`src/rtl/eeg_wram_arb_pkg.sv`:
```
// ============================================================================
// eeg_wram_arb_pkg : shared types and helpers for the WRAM port arbiter
// Revision: 1.0
// ============================================================================
`default_nettype none

package eeg_wram_arb_pkg;

  localparam int RBUF_DEPTH = 2;
  localparam int RR_MAXW    = 16;
  localparam int RR_IW      = 4;

  typedef enum logic [1:0] {
    GNT_IDLE = 2'd0,
    GNT_WR   = 2'd1,
    GNT_RD   = 2'd2
  } gnt_e;

  // One-hot winner of a round-robin search over vec[n-1:0] starting at ptr
  function automatic logic [RR_MAXW-1:0] rr_pick(input logic [RR_MAXW-1:0] vec,
                                                 input int unsigned       ptr,
                                                 input int unsigned       n);
    logic [RR_MAXW-1:0] oh;
    logic               found;
    int unsigned        idx;
    oh    = '0;
    found = 1'b0;
    for (int unsigned k = 0; k < RR_MAXW; k++) begin
      idx = ptr + k;
      if (idx >= n) idx = idx - n;
      if (k < n && !found && vec[idx[RR_IW-1:0]]) begin
        oh[idx[RR_IW-1:0]] = 1'b1;
        found              = 1'b1;
      end
    end
    return oh;
  endfunction

endpackage

`default_nettype wire

```
`src/rtl/eeg_wram_ret_buf.sv`:
```
// ============================================================================
// eeg_wram_ret_buf : per-lane 2-entry read-return FIFO with occupancy count
// Revision: 1.0
// ============================================================================
`default_nettype none

module eeg_wram_ret_buf
  import eeg_wram_arb_pkg::*;
#(
  parameter int DAT_DW = 32
) (
  input  logic              clk,
  input  logic              rst_n,
  input  logic              i_push,
  input  logic [DAT_DW-1:0] i_din,
  output logic              o_vld,
  input  logic              i_rdy,
  output logic [DAT_DW-1:0] o_dat,
  output logic [1:0]        o_occ
);

  logic [DAT_DW-1:0] r_mem [RBUF_DEPTH];
  logic              r_wptr;
  logic              r_rptr;
  logic [1:0]        r_occ;
  logic              w_pop;

  assign o_vld = (r_occ != 2'd0);
  assign w_pop = o_vld && i_rdy;
  assign o_dat = r_mem[r_rptr];
  assign o_occ = r_occ;

  always_ff @(posedge clk or negedge rst_n) begin
    if (!rst_n) begin
      r_mem[0] <= '0;
      r_mem[1] <= '0;
      r_wptr   <= 1'b0;
      r_rptr   <= 1'b0;
      r_occ    <= 2'd0;
    end else begin
      if (i_push) begin
        r_mem[r_wptr] <= i_din;
        r_wptr        <= ~r_wptr;
      end
      if (w_pop) r_rptr <= ~r_rptr;
      case ({i_push, w_pop})
        2'b10:   r_occ <= r_occ + 2'd1;
        2'b01:   r_occ <= r_occ - 2'd1;
        default: r_occ <= r_occ;
      endcase
    end
  end

  // The arbiter's credit check must make a push into a full buffer impossible
  a_no_overflow: assert property (@(posedge clk) disable iff (!rst_n)
    !(i_push && !w_pop && r_occ == 2'(RBUF_DEPTH)));

endmodule

`default_nettype wire

```
`src/rtl/eeg_wram_arb.sv`:
```
// ============================================================================
// eeg_wram_arb : single-port WRAM arbiter, one writer vs REQ_NUM RR readers
// Revision: 1.0
// ============================================================================
`default_nettype none

module eeg_wram_arb
  import eeg_wram_arb_pkg::*;
#(
  parameter int REQ_NUM = 4,
  parameter int ADD_AW  = 9,
  parameter int DAT_DW  = 32,
  parameter int WR_MAX  = 8
) (
  input  logic                      clk,
  input  logic                      rst_n,
  input  logic                      ETOW_DAT_VLD,
  output logic                      ETOW_DAT_RDY,
  input  logic [ADD_AW-1:0]         ETOW_DAT_ADD,
  input  logic [DAT_DW-1:0]         ETOW_DAT_DAT,
  input  logic [REQ_NUM-1:0]        PTOW_ADD_VLD,
  output logic [REQ_NUM-1:0]        PTOW_ADD_RDY,
  input  logic [REQ_NUM*ADD_AW-1:0] PTOW_ADD_ADD,
  output logic [REQ_NUM-1:0]        PTOW_DAT_VLD,
  input  logic [REQ_NUM-1:0]        PTOW_DAT_RDY,
  output logic [REQ_NUM*DAT_DW-1:0] PTOW_DAT_DAT,
  output logic                      RAM_CEN,
  output logic                      RAM_WEN,
  output logic [ADD_AW-1:0]         RAM_ADD,
  output logic [DAT_DW-1:0]         RAM_DIN,
  input  logic [DAT_DW-1:0]         RAM_DOUT
);

  localparam int PW = (REQ_NUM > 1) ? $clog2(REQ_NUM) : 1;
  localparam int SW = $clog2(WR_MAX + 1);

  logic [PW-1:0]      r_rr_ptr;
  logic [PW-1:0]      w_rr_nxt;
  logic [SW-1:0]      r_streak;
  logic [REQ_NUM-1:0] r_infl;
  logic [REQ_NUM-1:0] w_elig;
  logic [REQ_NUM-1:0] w_rd_oh;
  logic [1:0]         w_occ [REQ_NUM];
  logic [ADD_AW-1:0]  w_rd_add;
  logic [ADD_AW-1:0]  r_add_hold;
  logic [DAT_DW-1:0]  r_din_hold;
  logic               w_rd_any;
  gnt_e               w_gnt;

  generate
    for (genvar i = 0; i < REQ_NUM; i++) begin : g_lane
      // Credit: buffered entries plus the one still in the SRAM pipe
      assign w_elig[i] = PTOW_ADD_VLD[i] &&
                         (({1'b0, w_occ[i]} + {2'b00, r_infl[i]}) < 3'(RBUF_DEPTH));

      eeg_wram_ret_buf #(.DAT_DW(DAT_DW)) u_ret_buf (
        .clk    (clk),
        .rst_n  (rst_n),
        .i_push (r_infl[i]),
        .i_din  (RAM_DOUT),
        .o_vld  (PTOW_DAT_VLD[i]),
        .i_rdy  (PTOW_DAT_RDY[i]),
        .o_dat  (PTOW_DAT_DAT[i*DAT_DW +: DAT_DW]),
        .o_occ  (w_occ[i])
      );
    end
  endgenerate

  always_comb begin
    w_rd_any = |w_elig;
    w_rd_oh  = REQ_NUM'(rr_pick(RR_MAXW'(w_elig), 32'(r_rr_ptr), REQ_NUM));
    w_rd_add = '0;
    w_rr_nxt = r_rr_ptr;
    for (int i = 0; i < REQ_NUM; i++) begin
      if (w_rd_oh[i]) begin
        w_rd_add = PTOW_ADD_ADD[i*ADD_AW +: ADD_AW];
        w_rr_nxt = (i == REQ_NUM - 1) ? '0 : PW'(i + 1);
      end
    end
    w_gnt = GNT_IDLE;
    if (ETOW_DAT_VLD && !(w_rd_any && r_streak == SW'(WR_MAX))) w_gnt = GNT_WR;
    else if (w_rd_any)                                         w_gnt = GNT_RD;
  end

  always_comb begin
    ETOW_DAT_RDY = (w_gnt == GNT_WR);
    PTOW_ADD_RDY = (w_gnt == GNT_RD) ? w_rd_oh : '0;
    RAM_CEN      = (w_gnt != GNT_IDLE);
    RAM_WEN      = (w_gnt == GNT_WR);
    // Address/data pins hold their last value on idle cycles to avoid toggling
    case (w_gnt)
      GNT_WR:  RAM_ADD = ETOW_DAT_ADD;
      GNT_RD:  RAM_ADD = w_rd_add;
      default: RAM_ADD = r_add_hold;
    endcase
    RAM_DIN = (w_gnt == GNT_WR) ? ETOW_DAT_DAT : r_din_hold;
  end

  always_ff @(posedge clk or negedge rst_n) begin
    if (!rst_n) begin
      r_rr_ptr   <= '0;
      r_streak   <= '0;
      r_infl     <= '0;
      r_add_hold <= '0;
      r_din_hold <= '0;
    end else begin
      r_infl     <= PTOW_ADD_RDY;
      r_add_hold <= RAM_ADD;
      r_din_hold <= RAM_DIN;
      if (w_gnt == GNT_RD) r_rr_ptr <= w_rr_nxt;
      if (w_gnt == GNT_WR && w_rd_any) begin
        if (r_streak != SW'(WR_MAX)) r_streak <= r_streak + SW'(1);
      end else begin
        r_streak <= '0;
      end
    end
  end

endmodule

`default_nettype wire

```
`config.mk`:
```
export PLATFORM = sky130hd
export DESIGN_NAME = eeg_wram_arb
export DESIGN_NICKNAME = d
export VERILOG_FILES = /design/src/rtl/eeg_wram_arb_pkg.sv /design/src/rtl/eeg_wram_ret_buf.sv /design/src/rtl/eeg_wram_arb.sv
export SDC_FILE = /design/constraint.sdc
export NUM_CORES = 1
export LEC_CHECK = 0
export CORE_ASPECT_RATIO = 0.5
export CORE_UTILIZATION = 35
export CTS_CLUSTER_DIAMETER = 150
export CTS_CLUSTER_SIZE = 28
export DETAILED_ROUTE_END_ITERATION = 10
export GPL_TIMING_DRIVEN = 0
export PLACE_DENSITY = 0.66
export RECOVER_POWER = 25
export SYNTH_ARGS = -nofsm -noshare
export SYNTH_HDL_FRONTEND = slang
export SYNTH_HIERARCHICAL = 1
export SYNTH_SLANG_ARGS = --single-unit
```
`constraint.sdc`:
```
create_clock -name clk -period 8.35 [get_ports clk]
set_input_delay 2.0875 -clock clk [delete_from_list [all_inputs] [get_ports clk]]
set_output_delay 2.0875 -clock clk [all_outputs]
set_load 0.01 [all_outputs]
```
Yosys cells after proc, flatten, opt, wreduce, memory -nomap -nowiden

Index checks and enable logic that the tools add are counted.

Register bits: 323
Latch bits: 0
RAM bits: 0
ROM bits: 0
Input bits: 120
Memories kept: 0

$add $sub $neg: 20
$mul: 0
Divide/modulo/power cells: 0
Order comparisons: 28
Equality and inequality tests: 13
Shift-type cells: 0
Muxes and demuxes: 70
Bitwise logic cells: 19
Reductions and logical operators: 38

Operators by type and width:

| kind                  | number |
|---|---|
| $mux W32              | 17 |
| $bwmux W64            | 4 |
| $demux W32 S1         | 4 |
| $mux W4               | 11 |
| $mux W9               | 4 |
| $logic_and A1 B1 Y1   | 22 |
| $lt A4 B5 Y1 const B  | 4 |
| $pmux W9 S2           | 1 |
| $reduce_bool A2 Y1    | 9 |
| $bmux W1 S4           | 4 |
| $demux W1 S4          | 4 |
| $ge A2 B2 Y1 const B  | 8 |
| $ge A4 B1 Y1 const B  | 4 |
| $not A1 Y2            | 8 |
| $pmux W2 S2           | 4 |
| $add A2 B1 Y3         | 4 |
| $lt A3 B2 Y1 const B  | 4 |
| $mux W2               | 6 |
| $or A4 B4 Y4          | 3 |
| $sub A3 B3 Y4 const B | 3 |
| $mux W1               | 11 |
| $eq A2 B1 Y1 const B  | 5 |
| $eq A2 B2 Y1 const B  | 5 |
| $ge A3 B3 Y1 const B  | 3 |
| other kinds (16)      | 36 |

Logic depth before layout (Yosys ltp)

Depth in word-level cells: 20
Depth in mapped cells: 11
Gate-level depth less buffers: 9

By module

The synthesis kept the hierarchy.

By module, submodules not included:

| module                                      | times used | cells an instance | area an instance (sq um) | sequential area each (sq um) |
|---|---|---|---|---|
| eeg_wram_ret_buf at g_lane[0].u_ret_buf ... | 3          | 186               | 2937.8                   | 1701.6 |
| eeg_wram_ret_buf at g_lane[3].u_ret_buf     | 1          | 186               | 2932.8                   | 1701.6 |
| eeg_wram_arb                                | 1          | 245               | 2885.3                   | 1276.2 |

Worst setup path before layout

Ideal clock, no wire load.

Kind: input to output
From: in PTOW_ADD_VLD[3]
To: out RAM_ADD[0]
Arrival time: 4014 ps
Setup slack: 2248 ps
Stages on the path: 9
Buffers on the path: 2
Cell sequence: and3b_1 mux4_2 buf_6 nand2_1 o31ai_1 a221oi_1 buf_2 nor2_1 o31ai_1

Longest elaborated chain between the ends: 18
Elaborated cells between the ends (all ways): 38
Those cells by class: eq/ne: 2; mux: 22; bitwise: 3; reduce/logical: 11

Ends and longest elaborated chain:

| what                          | RTL line               | source |
|---|---|---|
| from (decl)                   | eeg_wram_arb.sv:21     | `input logic [REQ_NUM-1:0] PTOW_ADD_VLD,` |
| $logic_and A1 B1 Y1 *         | eeg_wram_arb.sv:53     | `assign w_elig[i] = PTOW_ADD_VLD[i] &&` |
| $bmux W1 S4                   | eeg_wram_arb_pkg.sv:31 | `if (k < n && !found && vec[idx[RR_IW-1:0]]) begin` |
| $mux W1 (implied by the code) | eeg_wram_arb_pkg.sv:31 |  |
| $mux W1                       | eeg_wram_arb_pkg.sv:31 |  |
| $logic_not A1 Y1              | eeg_wram_arb_pkg.sv:31 |  |
| $logic_and A1 B1 Y1           | eeg_wram_arb_pkg.sv:31 |  |
| $mux W1                       | eeg_wram_arb_pkg.sv:31 |  |
| $logic_not A1 Y1              | eeg_wram_arb_pkg.sv:31 |  |
| $logic_and A1 B1 Y1           | eeg_wram_arb_pkg.sv:31 |  |
| $mux W1                       | eeg_wram_arb_pkg.sv:31 |  |
| $logic_not A1 Y1              | eeg_wram_arb_pkg.sv:31 |  |
| $logic_and A1 B1 Y1           | eeg_wram_arb_pkg.sv:31 |  |
| $mux W4                       | eeg_wram_arb_pkg.sv:31 |  |
| $mux W9 (4 in series)         | eeg_wram_arb.sv:75     | `if (w_rd_oh[i]) begin` |
| $pmux W9 S2 *                 | eeg_wram_arb.sv:91     | `case (w_gnt)` |
| to (decl)                     | eeg_wram_arb.sv:29     | `output logic [ADD_AW-1:0] RAM_ADD,` |

Mark *: on every way between the ends. The rest lies on a longest branch, timed or not. The select of a mux whose other input is x is not followed.

Final worst setup path

Same ends and word-level chain as after synthesis.

==> impl_results.md <==
* CP Max Fanout at 11
* Hold Path Class: flop to flop
* Post-CTS sizing at 0
* Top_reg_cell synth: dfrtp_1
* Failing checks: max-capacitance violations, max-slew violations
* Ys async rst share at 100.0%
* Vias per inst at 5.071
* R2R Path Start: r_infl[2]
* Syn_nets at 1,123
* CP Class: input pin to output port
* Fin. Hold Viols at 0
* Mapped Area at 0.01463 mm2
* Synth Instances at 989
* Worst setup margin at 700.1 ps
* Element type at the critical path end: output port
* Finished Layout Cells at 1,848
* Detailed Place HPWL at 28,410 um
* Hold_ws at 498.3 ps
* Post-synth cell types at 46
* CTS tree: done
* Clk_skew at 28.57 ps
* Clk root buf: clkbuf_16
* Crit path cell chain: clkdlybuf4s50_1 -> and3b_1 -> nor4_1 -> o31a_1 -> clkbuf_1 -> clkbuf_1 -> a222oi_1 -> o31ai_1 -> clkdlybuf4s50_1
* TritonRoute pass-1 iters at 6
* Pin count of the biggest net entering global routing at 125
* Clock Pin Slew Worst Setup and Hold Paths at 110 ps
* Routing usage on met2 at 32.98%
* Compound-cell area share of the yosys netlist at 3.480%
* Final Max Tran Viols at 92
* Global-route wire length before repair at 60,390 um
* TritonCTS Sinks at 323
* Worst EP arrival at 5560 ps
* Post-CTS Setup Bufs at 0
* Core box area at 0.04079 mm2
* Via Count at 9,371
* Gr busiest metal: met2
* CTS HTree Levels at 1
* Hold Buf Count CTS at 0
* Worst hold start: g_lane[2].u_ret_buf/r_mem[50]
* Seq/Total Area, Yosys at 55.24%
* Crit start category: input pin
* Largest family of logic cells by synthesized area: multiplexers
* MaxCap Viol Count at 1
* Synthesized area per cell at 14.79 um2
* Max-Slew Margin vs Limit at -242.2%
* Final Cell Area at 0.01875 mm2
* Row cnt at 52
* Placed Area at 0.01836 mm2
* Max Clk Rate at 0.1307 GHz
* Synthesis-to-layout area growth at 28.12%
* DR iter-0 viols at 507
* Wire per inst at 21.19 um
* Final ANT Viol Nets at 0
* GRT overflow at 0
* Adder-Cell Fraction of Synth Area at 1.197%
* WHS Endpoint: g_lane[2].u_ret_buf/r_mem[50]
* Period utilization at 91.62%
* Power, Total at 7.710 mW
* Post-Synth Simple-Gate Area at 3.403%
* CTS Buf Count at 15
* WP data required at 6260 ps
* Initial core utilization at 35.87%
* Post-synth top area share at 55.24%
* Die H at 146.6 um
* RSZ-0062 raised after global routing: false
* # nets final at 1,441
* Remaining DRCs at 0
* # IOs at 300
* GRT Total Usage at 18.09%
* Fraction of layout cells with a size suffix above 1 at 38.59%
* Multiplexer area fraction after synthesis at 32.79%
* Worst skew pair latency at 520 ps
* FF-to-FF End: r_add_hold[0]
* Vias in the first global route at 10.02k
* DRT Wirelength at 39,150 um
* Number of synthesized register bits at 323
* DP Cell Count at 1,830
* Fin crit period at 7650 ps
* Dpl ws at 704.0 ps
* Die extent in x at 291.2 um
* WP buf/inv at 4
* Met1 usage at 22.61%
* Worst Hold Depth at 1
* XOR/XNOR Fraction of Synth Area at 1.317%
* Ys Warns at 6
* Post-synth EDFFs at 0
* Met3 capacity usage during global routing at 1.477%
* Dominant cell type by area after synthesis: dfrtp_1
* Initial antenna violation count at 2
* Pwr dens at 411.3 mW/mm2
* FF-to-FF setup slack at 5120 ps
* Pleak at 7.726 nW
* Worst Tran Pin Value at 5133 ps
* Family with the most delay on the worst path: buffers and inverters
* Peak supply drop at 0.1889 mV
* Reg2reg path depth at 10
* Largest stage delay on the critical path at 640 ps
* Clock Path Buffers at 3
* Setup TNS at 0 ps
* Core Util, Final at 45.95%
* Count of final setup violators at 0
* Outcome: finished, violations left
* IO buf count at 299
* Slowest-stage cell, CP: nor4_1
* Synth area leaders: dfrtp_1 55%, mux2_2 31%, buf_4 1.2%
* Die area at 0.04268 mm2
* Routability cong. at 0.9166
## Yosys cell counts, types with 9 or more instances
library cell and instances:
a222oi_1 9, buf_2 22, xor2_1 13, mux2_1 10
mux2_2 406, nand2_1 15, inv_1 9, nand3_1 11
ha_1 14, xnor2_1 9, a211oi_1 9, buf_4 24
o31ai_1 10, nor2_1 25, dfrtp_1 323
## layout by cell type (no fill, tap or decap), drive strengths merged, types with 2 or more instances in the layout
cell | netlist | final
nor3 | 4 | 4
nand3b | 4 | 4
and2 | 6 | 6
and3b | 4 | 4
or2 | 6 | 6
diode | 0 | 2
a211oi | 9 | 9
nor2 | 29 | 29
clkbuf | 7 | 23
o22ai | 2 | 2
nor4 | 2 | 2
mux2 | 416 | 416
nand3 | 12 | 12
xnor2 | 9 | 9
buf | 48 | 50
ha | 14 | 14
clkdlybuf4s50 | 0 | 278
inv | 10 | 10
dlygate4sd3 | 0 | 20
o211ai | 2 | 2
dfrtp | 323 | 323
a21oi | 6 | 6
a222oi | 9 | 9
mux4 | 5 | 5
nand2 | 18 | 18
o31ai | 10 | 10
a221oi | 10 | 10
xor2 | 13 | 13
## state kept, by name (all words and copies together), names as in the netlist
name and flops:
g_lane.u_ret_buf/r_rptr 4, r_add_hold 9, r_infl 4, g_lane.u_ret_buf/r_mem 256, r_streak 4, g_lane.u_ret_buf/o_occ 8
g_lane.u_ret_buf/r_wptr 4, r_din_hold 32, r_rr_ptr 2
## power breakdown
group	internal [mW]	total [mW]	leakage (nW)	switching (mW)
Sequential	2.29	2.66	3.86	0.370
Combinational	2.37	4.23	3.68	1.86
Clock	0.331	0.818	0.192	0.487
Total	4.99	7.71	7.73	2.72
## cells by family after synthesis
kind of cell / after synthesis
flops: 323
simple gates: 87
compound gates: 57
xor+xnor: 22
buf+inv: 65
fa+ha+maj: 14
mux: 421
## metal layers
metal  share of wire [%]  wire (um)  up-vias
met5                   0          0        -
met4                 3.4       1348        0
met3                 2.3        906       70
met2                  53      20580      186
met1                  42      16320     4914
li1                    -          -     4201
## area by class of cell
type                    count  area [um2]
multi-input cells         601        6172
repair buffers            301        3042
fillers                  3544       22050
well taps                 540       675.6
inverters                  10       37.54
plain buffers              55       339.1
clock inverters             1       16.27
diodes                      2       5.005
flip-flops and latches    323        8083
clock buffers              15       375.4
## worst max-delay path by stage
stage               cells after the start  slack [ps]                             to            start
floorplan                               9        2250                     RAM_ADD[0]  PTOW_ADD_VLD[3]
global placement                        1       -8080  g_lane[2].u_ret_buf/r_mem[37]            rst_n
detailed placement                      9         700                     RAM_ADD[0]  PTOW_ADD_VLD[3]
CTS                                     9         700                     RAM_ADD[0]  PTOW_ADD_VLD[3]
global route                           11         410                     RAM_ADD[3]  PTOW_ADD_VLD[3]
finish                                  9         700                     RAM_ADD[0]  PTOW_ADD_VLD[3]
Note: power is estimated with default switching activity, not from simulation.
==> patch 1 (same flow settings) <==
Set the package constant `RR_MAXW` to 8 (it was 16).
--- a/src/rtl/eeg_wram_arb_pkg.sv
+++ b/src/rtl/eeg_wram_arb_pkg.sv
@@ -9,3 +9,3 @@
   localparam int RBUF_DEPTH = 2;
-  localparam int RR_MAXW    = 16;
+  localparam int RR_MAXW    = 8;
   localparam int RR_IW      = 4;
Function: no difference found for any inputs over 4 cycles, from zero or initial values and one cycle with rst_n low; that may be too few to reach the edited logic, so the function may still have changed.
==> patch 1 against the unedited design <==
- the run still ends with max-capacitance violations, max-slew violations left
- core utilization about the same
- wire length up 2.3%
- first-iteration DRC count up 1.2%
- cell area down 0.39%
- critical path depth up 3
- setup slack worse by 0.17 ns
- power up 1.6%
- synthesized area down 0.58%
- clock skew up 0.023 ns
- sequential share of layout area up 0.17 points
- sequential cell count unchanged
- critical path type unchanged
- largest cell class unchanged
==> patch 1: results (changes against the unedited design) <==
outcome:
  outcome: "complete, but fails checks"
  violations: "max-capacitance violations, max-slew violations"
routing:
  wl_um: 40000  # +2.3%
  viasPerCell: 4.99  # -1.6%
  wl_met1_um: 17000  # +4.2%
  met3_length_um: 898  # -0.88%
  drt_pass1_iterations: 5  # -1
  wl_met2_um: 20900  # +1.8%
  drt-initial-drc-count: 513  # +1.2%
yosys:
  ys_async_sr_fraction_pct: 100  # unchanged
  syn_nets: 1192  # +6.1%
  seq_area_frac_synth_pct: 55.6  # +0.32 points
  synth_cell_types: 48  # +4.3%
  synth_cells: 1059  # +7.1%
setup_path:
  cp_max_fo: 10  # -1
  crit_arrival_ns: 5.73  # +0.17 ns
global_route:
  use_met2_pct: 33.7  # +0.76 points
  use_met1_pct: 23.9  # +1.3 points
  antenna_found_initial: 1  # -1
  use_met3_pct: 1.46  # -0.015 points
  grt_use_total_pct: 18.7  # +0.64 points
  grt_max_degree: 127  # +1.6%
  grt_pass1_wl_um: 62200  # +3.0%
placement:
  dpl-instance-area_um2: 18300  # -0.46%
  gp_congestion: 0.871  # -5.0%
  dp_hpwl_um: 29300  # +3.1%
power_and_ir_drop:
  powerDensity_nw_per_um2: 419  # +1.9%
  power.internal_mw: 5.03  # +0.71%
  leakage_nw: 7.77  # +0.57%
  ir_drop_uv: 157  # -17%
sta:
  max-slew-margin-rel_pct: -244  # -2.2 points
  drv_slew: 108  # +17%
  finClkSkew_ns: 0.0511  # +0.0226 ns
cells_and_area:
  finalNetCount: 1510  # +4.8%
  instances_no_fill: 1918  # +3.8%
  final_layout_size_suffix_gt1_share_pct: 33.0  # -5.5 points
run:
  maxCapViolCount: 1  # unchanged
worst_hold_path:
  min_path_cells: 2  # +1
-- patch 1: changes by cell type in the layout (fill, tap and decap cells not counted), moves of 8 or more --
cell and delta:
mux2_2 -32, o211ai_1 +8, a211oi_1 -9, o31ai_1 -10, nand2_1 +91, a222oi_1 -9, a221oi_1 +8, nand3_1 -9
o32ai_1 +9, a221oi_2 -8, clkbuf_1 +8
-- patch 1: kinds of logic after synthesis --
group / share of synthesized area, %
muxes: 30.0
xor gates and xnor gates: 1.32
DFF: 55.6
and+or+nand+nor: 5.65
adders and majority gates: 1.12
AOI/OAI and AO/OA: 3.67
buffers and inverters: 2.63
-- patch 1: critical path, stage by stage --
cell	delay [ns]
clkdlybuf4s50_1	0.49
nor2b_1	0.21
a22oi_1	0.14
and2_1	0.16
clkbuf_1	0.19
o31ai_4	0.49
inv_2	0.21
nor2_1	0.30
buf_2	0.28
o211ai_1	0.12
o32ai_1	0.39
clkdlybuf4s50_1	0.65
-- patch 1: path summary, 6_finish.rpt --
path / start / end / slack, ns
min in group asynchronous: rst_n / r_infl[0] / 3.66
max: PTOW_ADD_VLD[2] / RAM_ADD[3] / 0.53
max reg2reg: r_rr_ptr[0] / r_add_hold[7] / 4.69
min reg2reg: r_din_hold[10] / r_din_hold[10] / 0.48
max in group asynchronous: rst_n / r_din_hold[21] / 1.75
min: r_din_hold[10] / r_din_hold[10] / 0.48
-- patch 1: cell type report --
class / count / area [um^2]
plain buffers: 58 / 330
well taps: 540 / 676
repair buffers: 301 / 3050
fillers: 3592 / 22000
diodes: 1 / 2.50
flip-flops and latches: 323 / 8080
clock inverters: 2 / 25.0
clock buffers: 15 / 375
multi-input cells: 664 / 6080
inverters: 14 / 52.6
==> patch 2 (same flow settings) <==
Without the edit above. Take the reset off `r_add_hold` and `r_din_hold` and load them in a clocked block of their own.
--- a/src/rtl/eeg_wram_arb.sv
+++ b/src/rtl/eeg_wram_arb.sv
@@ -103,8 +103,4 @@
       r_infl     <= '0;
-      r_add_hold <= '0;
-      r_din_hold <= '0;
     end else begin
       r_infl     <= PTOW_ADD_RDY;
-      r_add_hold <= RAM_ADD;
-      r_din_hold <= RAM_DIN;
       if (w_gnt == GNT_RD) r_rr_ptr <= w_rr_nxt;
@@ -118,2 +114,7 @@
 
+  always_ff @(posedge clk) begin
+    r_add_hold <= RAM_ADD;
+    r_din_hold <= RAM_DIN;
+  end
+
 endmodule
Behaviour: not the same (a bounded check fails within 4 cycles, from zero or initial values and one cycle with rst_n low).
==> patch 2 against the unedited design <==
- the run still ends with max-capacitance violations, max-slew violations left
- setup slack got worse by 0.011 ns
- global-route usage barely moved
- cell count rose by 0.43%
- synthesized area fell by 1.4%
- power barely moved
- count of clock-buffer cells in the layout rose by 9
- cell area fell by 1.0%
- sequential cell count did not move
- combinational power fell by 0.9%
- hold slack got worse by 0.015 ns
- wire length fell by 2.7%
- largest cell class unchanged
- largest power group unchanged
==> patch 2: results (changes against the unedited design) <==
global_route:
  grt_use_total_pct: 18.1  # about the same
  use_met2_pct: 33.2  # +0.20 points
  use_met3_pct: 1.94  # +0.47 points
  antenna_found_initial: 0  # -2
  use_met1_pct: 22.5  # -0.10 points
  grt_pass1_wl_um: 59400  # -1.6%
  grt_pass1_vias: 10205  # +1.8%
outcome:
  outcome: "complete, but fails checks"
  violations: "max-capacitance violations, max-slew violations"
setup_path:
  slowest_delay_ns: 0.63
  crit_arrival_ns: 5.57  # about the same
  r2r_end: "r_add_hold[5]"
  startpoint: "PTOW_ADD_VLD[3]"
  reg2reg_from: "r_infl[3]"
  timing.critical_path.to: "RAM_ADD[5]"
  regToRegSetupSlack_ns: 5.18  # +0.06 ns
  cp_max_fo: 11  # unchanged
yosys:
  syn_nets: 1123  # unchanged
  ys_top_cells_by_count: "mux2_2 (406), dfrtp_1 (282), dfxtp_1 (41), nor2_1 (25), buf_4 (24)"
  seq_area_frac_synth_pct: 54.6  # -0.64 points
  ys_top_cells_by_area: "dfrtp_1 (49%), mux2_2 (32%), dfxtp_1 (5.7%), buf_4 (1.2%), ha_1 (1.2%)"
  ys_async_sr_fraction_pct: 87.3  # -13 points
  synth_cell_types: 47  # +2.2%
placement:
  gp_congestion: 0.881  # -3.9%
  dp_hpwl_um: 27600  # -2.9%
  dpl-instance-area_um2: 18200  # -1.1%
cells_and_area:
  final_layout_size_suffix_gt1_share_pct: 38.4  # -0.22 points
  fillCellCount: 3568  # +0.68%
  num_antenna_cells: 0  # -2
power_and_ir_drop:
  ir_drop_uv: 148  # -22%
  leakage_nw: 7.59  # -1.7%
routing:
  drt_pass1_iterations: 5  # -1
  drt-initial-drc-count: 533  # +5.1%
  viasPerCell: 4.98  # -1.8%
  routedWlPerCell_um: 20.5  # -3.1%
sta:
  drv_slew: 171  # +86%
  max_slew.worst_pin.slew_ns: 4.42  # -0.711 ns
  finClkSkew_ns: 0.0142  # -0.0144 ns
run:
  maxCapViolCount: 2  # +1
cts:
  clk_latency_ns: 0.53
worst_hold_path:
  hold_start: "r_din_hold[17]"
[patch 2: cell types whose count changed after synthesis, sizes merged]
cell | unedited run | this run
dfxtp | 0 | 41
dfrtp | 323 | 282
[patch 2: area by class of cell]
class / instances / area [um^2] / area share, %
Timing Repair Buffer: 301 / 3020 / 16.3
Clock inverter: 2 / 25.0 / 0.135
Clock buffer: 24 / 409 / 2.20
Tap cell: 540 / 676 / 3.64
Sequential cell: 323 / 7880 / 42.5
Inverter: 10 / 37.5 / 0.202
Buffer: 55 / 339 / 1.83
Multi-Input combinational cell: 601 / 6170 / 33.3
[patch 2: metal layers]
metal | vias up | routed length, um
li1 | 4198 | -
met1 | 4818 | 15700
met2 | 177 | 20300
met3 | 48 | 1100
met4 | 0 | 993
met5 | - | 0
[patch 2: logic make-up after synthesis]
| kind of cell | synth area share (%) |
|---|---|
| adder cells (fa/ha/maj) | 1.21 |
| XOR/XNOR | 1.34 |
| multiplexers | 33.3 |
| AND/OR/NAND/NOR | 3.45 |
| AO/OA/AOI/OAI | 3.53 |
| buffers and inverters | 2.61 |
| flip-flops | 54.6 |
[patch 2: through the flow]
stage	hold WS (ns)	std cells	util [%]	worst slack, ns	TNS, ns
6_report	0.483	1856	45.8	0.689	0
5_1_grt	0.502	1856	45.8	0.309	0
4_1_cts	0.487	1856	45.9	0.665	0
3_5_place_dp	0.462	1830	44.8	0.667	0
3_3_place_gp	0.456	1828	44.6	-6.22	-1749.86
2_1_floorplan	0.452	989	-	2.26	0
[patch 2: where the power goes]
| group | switching (mW) | internal (mW) | leakage, nW |
|---|---|---|---|
| Sequential | 0.369 | 2.29 | 3.72 |
| Combinational | 1.82 | 2.37 | 3.67 |
| Clock | 0.511 | 0.350 | 0.207 |
[patch 2: worst min-delay path by stage]
stage	depth (start not counted)	to
floorplan	1	r_streak[0]
global placement	1	r_din_hold[14]
detailed placement	1	r_din_hold[11]
CTS	1	r_din_hold[17]
global route	1	r_din_hold[17]
finish	1	r_din_hold[17]
